[config.mk]
export PLATFORM = sky130hd
export DESIGN_NAME = inst_buffer
export DESIGN_NICKNAME = d
export VERILOG_FILES = /design/src/rtl/inst_buffer_pkg.sv /design/src/rtl/ib_predecode.sv /design/src/rtl/inst_buffer.sv
export SDC_FILE = /design/constraint.sdc
export NUM_CORES = 1
export LEC_CHECK = 0
export ABC_AREA = 1
export CAP_MARGIN = 15
export CORE_MARGIN = 2
export CORE_UTILIZATION = 40
export DETAILED_ROUTE_END_ITERATION = 10
export GPL_ROUTABILITY_DRIVEN = 0
export PLACE_DENSITY = 0.7
export REMOVE_ABC_BUFFERS = 1
export SLEW_MARGIN = 20
export SYNTH_ARGS = -nofsm -noshare
export SYNTH_HDL_FRONTEND = slang
export SYNTH_HIERARCHICAL = 1
export SYNTH_SLANG_ARGS = --single-unit
export TNS_END_PERCENT = 1
[constraint.sdc]
create_clock -name clk -period 15 [get_ports clk]
set_input_delay 3 -clock clk [delete_from_list [all_inputs] [get_ports clk]]
set_output_delay 3 -clock clk [all_outputs]
set_load 0.005 [all_outputs]
[src/rtl/inst_buffer_pkg.sv]
// Shared MIPS decode constants and field-extract macros for the instruction buffer.
`ifndef INST_BUFFER_PKG_MACROS
`define INST_BUFFER_PKG_MACROS
`define GET_OP(w)   w[31:26]
`define GET_FUNC(w) w[5:0]
`endif

package inst_buffer_pkg;

  typedef enum logic [5:0] {
    OP_SPEC   = 6'h00,
    OP_REGIMM = 6'h01,
    OP_J      = 6'h02,
    OP_JAL    = 6'h03,
    OP_BEQ    = 6'h04,
    OP_BNE    = 6'h05,
    OP_BLEZ   = 6'h06,
    OP_BGTZ   = 6'h07
  } opcode_e;

  typedef enum logic [5:0] {
    FN_JR   = 6'h08,
    FN_JALR = 6'h09
  } func_e;

endpackage

[src/rtl/ib_predecode.sv]
// Branch/jump predecode for one fetch lane.
// Latency: combinational, no state.
// Backpressure: none; evaluated on every lane regardless of valid.
module ib_predecode
  import inst_buffer_pkg::*;
#(
  parameter int IW = 32
) (
  input  logic [IW-1:0] inst,
  output logic          br
);

  logic [5:0] op;
  logic [5:0] fn;
  logic       unused_bits;

  assign op          = `GET_OP(inst);
  assign fn          = `GET_FUNC(inst);
  assign unused_bits = ^inst[25:6];

  always_comb begin
    br = 1'b0;
    case (op)
      OP_REGIMM, OP_J, OP_JAL, OP_BEQ, OP_BNE, OP_BLEZ, OP_BGTZ: br = 1'b1;
      OP_SPEC: br = (fn == FN_JR) || (fn == FN_JALR);
      default: br = 1'b0;
    endcase
  end

endmodule

[src/rtl/inst_buffer.sv]
// Instruction queue between fetch and decode with branch/delay-slot tagging.
// Latency: 1 cycle enqueue-to-output, no empty bypass.
// Backpressure: in_ready drops unless FETCH_W entries are free; flush overrides push/pop.
module inst_buffer
  import inst_buffer_pkg::*;
#(
  parameter int DEPTH   = 8,
  parameter int FETCH_W = 2,
  parameter int ISSUE_W = 2,
  parameter int IW      = 32,
  parameter int PCW     = 32
) (
  input  logic                           clk,
  input  logic                           rst,
  input  logic                           flush,
  input  logic                           flush_keep_ds,
  input  logic [FETCH_W-1:0]             in_valid,
  input  logic [FETCH_W*IW-1:0]          in_inst,
  input  logic [FETCH_W*PCW-1:0]         in_pc,
  output logic                           in_ready,
  output logic [ISSUE_W-1:0]             out_valid,
  output logic [ISSUE_W*IW-1:0]          out_inst,
  output logic [ISSUE_W*PCW-1:0]         out_pc,
  output logic [ISSUE_W-1:0]             out_br,
  output logic [ISSUE_W-1:0]             out_ds,
  input  logic [$clog2(ISSUE_W+1)-1:0]   out_take,
  output logic [$clog2(DEPTH+1)-1:0]     count
);

  localparam int PW = $clog2(DEPTH);
  localparam int CW = $clog2(DEPTH+1);

  typedef struct packed {
    logic [IW-1:0]  inst;
    logic [PCW-1:0] pc;
    logic           br;
    logic           ds;
  } entry_t;

  entry_t              mem [DEPTH];
  entry_t              lane_ent [FETCH_W];
  logic [PW-1:0]       wptr;
  logic [PW-1:0]       rptr;
  logic                last_push_br;
  logic [FETCH_W-1:0]  lane_br;
  logic [FETCH_W-1:0]  lane_ds;
  logic [CW-1:0]       npush;
  logic                last_br_next;
  logic                push;
  logic                keep_head;

  for (genvar i = 0; i < FETCH_W; i++) begin : g_lane
    ib_predecode #(.IW(IW)) u_predecode (
      .inst (in_inst[i*IW +: IW]),
      .br   (lane_br[i])
    );
  end

  // A lane is a delay slot when the instruction just before it in program
  // order was a branch, including across push boundaries.
  always_comb begin
    lane_ds      = '0;
    npush        = '0;
    last_br_next = last_push_br;
    lane_ds[0]   = last_push_br;
    for (int l = 1; l < FETCH_W; l++) begin
      lane_ds[l] = lane_br[l-1];
    end
    for (int l = 0; l < FETCH_W; l++) begin
      lane_ent[l] = '{inst: in_inst[l*IW +: IW], pc: in_pc[l*PCW +: PCW],
                      br: lane_br[l], ds: lane_ds[l]};
      if (in_valid[l]) begin
        npush        = npush + CW'(1);
        last_br_next = lane_br[l];
      end
    end
  end

  assign in_ready  = (count <= CW'(DEPTH - FETCH_W));
  assign push      = in_ready && (|in_valid) && !flush;
  assign keep_head = flush_keep_ds && (count != '0) && mem[rptr].ds;

  always_ff @(posedge clk or posedge rst) begin
    if (rst) begin
      wptr         <= '0;
      rptr         <= '0;
      count        <= '0;
      last_push_br <= 1'b0;
    end else if (flush) begin
      last_push_br <= 1'b0;
      if (keep_head) begin
        count <= CW'(1);
        wptr  <= rptr + PW'(1);
      end else begin
        count <= '0;
        rptr  <= wptr;
      end
    end else begin
      rptr  <= rptr + PW'(out_take);
      count <= count + (push ? npush : '0) - CW'(out_take);
      if (push) begin
        wptr         <= wptr + PW'(npush);
        last_push_br <= last_br_next;
      end
    end
  end

  always_ff @(posedge clk) begin
    if (push) begin
      for (int l = 0; l < FETCH_W; l++) begin
        if (in_valid[l]) mem[wptr + PW'(l)] <= lane_ent[l];
      end
    end
  end

  always_comb begin
    out_valid = '0;
    out_inst  = '0;
    out_pc    = '0;
    out_br    = '0;
    out_ds    = '0;
    for (int k = 0; k < ISSUE_W; k++) begin
      out_valid[k]             = (count > CW'(k));
      out_inst[k*IW +: IW]     = mem[rptr + PW'(k)].inst;
      out_pc[k*PCW +: PCW]     = mem[rptr + PW'(k)].pc;
      out_br[k]                = out_valid[k] & mem[rptr + PW'(k)].br;
      out_ds[k]                = out_valid[k] & mem[rptr + PW'(k)].ds;
    end
  end

endmodule

==> results <==
- The flow ran to the end, and the final reports show no timing, DRC or antenna violations.
- Counting the buffers created by CTS gives 58.
- The area growth from synthesis to layout is 13.7%.
- The H-tree generated during clock tree synthesis spans 2 levels.
- The post-route cell area is 0.0366 mm2.
- The placeable core region is 0.0793 mm2.
- Measured against its own limit, the worst slew margin works out to 0.225.
- The worst setup path is launched from a register.
- After detailed placement, the total cell area comes to 0.0346 mm2.
- Entering global routing, the biggest net connects 260 pins.
- The class of the tightest hold or removal check is register to register.
- The total global routing track utilization is 0.245.
- The initial cell density of the core is 0.406.
- The register-to-register path setup slack is 10.97 ns.
- The kind of cell adding the most delay to the critical path is buffers and inverters.
- CTS placed an instance of clkbuf_16 at the clock tree root.
- The origin of the worst setup path is rptr[0]$_DFFE_PP0P_.
- The later-pin clock latency in the skew report is 0.62 ns.
- The layout cell share with drive strength beyond 1 is 0.0406.
- The longest clock path from root to sink contains 3 buffers.
- In this run, the number of DRC markers left after iteration 0 of detailed routing was 3227.
- The slowest stage of the critical path is the buf_4 cell.
- The number of synthesized register bits is 539.
- The boundary pin count is 275.
- The category of the critical setup timing path is register to output pin.
- At the worst endpoint, the required time is 12.00 ns.
- Hold repair after CTS inserted 0 buffers.
- The number of vias after detailed routing is 28519.
- In the post-route analysis, the smallest setup slack over all paths is 6.81 ns.
- Subtracting the final worst setup slack from the clock period gives 8.19 ns.
- Of the synthesized area, sequential elements account for 0.502.
- Synthesis instantiated 33 different standard cells from the library.
- The initial antenna violation count was 5.
- After detailed routing, the average wire length per cell comes to 20.7 um.
- From left edge to right edge, the die measures 288 um.
- In this run the static leakage power is 14.2 nW.
- Setup repair after global routing left no endpoint under its margin.
- In this design, the stage delay of the slowest critical-path cell is 0.86 ns.
- The first global-routing pass estimated 156 mm of wire.
- The reported max-cap violation count is 0.
- In this run the tool buffered the top-level ports with 274 buffer cells.
- The iteration count of the initial detailed-routing pass is 8.
- TritonCTS built the clock tree.
- The number of buffers and inverters on the critical path is 4.
- The number of synthesized flops with an enable pin is 528.
- The via count of the first global-routing pass is 26781.
- The proportion of register bits with asynchronous set or reset after synthesis is 0.0204.
- The initialized floorplan defines 103 standard-cell rows.
- The hold violation count in the final report is 0.
- For this run, the post-layout net count is 4077.
- The startpoint of the worst-slack reg-to-reg timing path is wptr[0]$_DFFE_PP0P_.
- The warning count from the yosys run is 6.
- The count of final max-slew check failures is 0.
- The remaining global-route overflow is 0.
- Leaving out filler cells and counting taps, the final layout contains 5024.
- Counting every instance in the synthesized netlist gives 3935.
- OpenSTA, run right after detailed placement, puts the worst setup slack at 7.28 ns.
- The maximum fanout along the worst path is 189.
- Dividing total power by cell area gives a power density of 205 mW/mm2.
- The placed wire-length estimate after detailed placement is 56.9 mm.
- Dividing the detail-routed via count by the number of cells gives 5.68.
- The post-synthesis instance area is 0.0322 mm2.
- The worst hold path startpoint is wptr[1]$_DFFE_PP0P_.
- The number of cells after detailed placement is 4912.
- Buffers added to address setup during post-CTS repair amount to 0.
- CTS saw 539 sinks.
- The clock-pin transition on the worst setup and hold timing paths is 0.06 ns.
- The post-route fraction of the period consumed by the critical path is 0.546.
- The mean instance size in the synthesized netlist is 8.17 um2.
- The most used flip-flop cell after synthesis is edfxtp_1.
- The clock arrives with 0.0241 ns of skew.
- The endpoint arrival time on the critical path is 5.19 ns.
- The antenna violation net count after detailed routing is 0.
- The final sum of negative setup slack is 0 ns.
- The element type at the critical path end is an output pin.
- The worst-case IR drop observed on VDD is 0.206 mV.
- The actual transition at the worst max-transition pin is 1.16 ns.
- Setup violations remaining at the end of the flow were counted as 0.
- The achievable clock frequency is 0.122 GHz.
- Post-CTS repair changed the size of 0 cells.
- After detailed routing, the number of remaining DRC violations is 0.
- The die area is 0.0827 mm2.
- The die is 288 um tall.
- Walking the worst path, the cells encountered are inv_8, buf_6, buf_4, o21ai_0, nand2_1, nor2_1, a31oi_1, clkdlybuf4s50_1.
- The wire length after detailed routing is 104 mm.
[cell usage after synthesis, drive strengths merged, types with 4 or more instances]
master | n | share of area
o21ai | 1075 | 0.17
ha | 13 | 0.0051
o211ai | 66 | 0.015
nand3 | 15 | 0.0023
buf | 199 | 0.043
fa | 4 | 0.0025
a21oi | 332 | 0.052
inv | 300 | 0.035
dfrtp | 11 | 0.0086
nand2 | 773 | 0.092
edfxtp | 528 | 0.49
a31oi | 128 | 0.025
nor2 | 292 | 0.035
clkbuf | 186 | 0.022
[sequential cells by signal (all words and copies together), names as in the netlist]
signal / flops
last_push_br: 1
rptr: 3
mem: 528
wptr: 3
count: 4
[worst paths after layout]
check | to | cells after the start
hold / removal | wptr[1]$_DFFE_PP0P_ | 2
min in group asynchronous | count[3]$_DFF_PP0_ | 2
setup / recovery | out_inst[58] | 8
max in group asynchronous | rptr[0]$_DFFE_PP0P_ | 2
hold reg to reg | wptr[1]$_DFFE_PP0P_ | 2
setup reg to reg | mem[2][10]$_DFFE_PP_ | 6
[per-stage QoR]
stage                     utilization  hold WS (ns)  power [W]
after floorplan                     -         0.560    0.00430
after global placement          0.436         0.616    0.00593
after detailed placement        0.436         0.625    0.00599
after CTS                       0.461         0.640    0.00747
after global routing            0.461         0.667    0.00795
final                           0.462         0.648    0.00750
[cells in the final DEF, fill, tap and decap left out, types with 12 or more instances in the layout]
master / instances
edfxtp_1: 528
o211ai_1: 66
clkdlybuf4s50_1: 274
inv_1: 298
a31oi_1: 128
clkinv_2: 18
clkbuf_16: 61
o21ai_1: 93
nor2_1: 288
ha_1: 12
a21oi_1: 332
buf_4: 35
nand2_1: 764
nand3_1: 15
o21ai_0: 974
[report_power, final]
part | switching (W) | leakage [nW] | internal (W)
clock | 0.000624 | 0.943 | 0.000856
sequential | 0.0000959 | 4.91 | 0.00187
combinational | 0.00251 | 8.36 | 0.00155
total | 0.00323 | 14.2 | 0.00427
[logic make-up after synthesis]
logic type / count (synthesis) / synth area share
buffers and inverters: 687 / 0.0996
AOI/OAI and AO/OA: 1606 / 0.260
DFF: 539 / 0.502
adders and majority gates: 17 / 0.00755
and+or+nand+nor: 1083 / 0.130
xor gates and xnor gates: 3 / 0.000817
[worst min-delay path: stages (launching register included)]
cell     delay (ns)
dfrtp_1        0.45
nand3_1        0.10
nand2_1        0.06
[routing by layer]
| metal | share of wire | vias up | global-route usage | routed length (um) |
|---|---|---|---|---|
| li1 | - | 13573 | - | - |
| met5 | 0.00027 | - | 0 | 28 |
| met3 | 0.094 | 215 | 0.0342 | 9780 |
| met4 | 0.029 | 4 | 0.0923 | 2990 |
| met1 | 0.41 | 13346 | 0.332 | 42900 |
| met2 | 0.46 | 1381 | 0.398 | 48100 |
[final cells by class]
class | instances | area (um2)
clock inverter | 39 | 379
multi-input combinational | 2709 | 12900
fill | 7505 | 42700
sequential | 539 | 16100
inverter | 302 | 1150
clock buffer | 67 | 1550
tap | 1050 | 1310
timing repair buffer | 314 | 3100
antenna | 4 | 10.0
(Power assumes the default switching activity.)
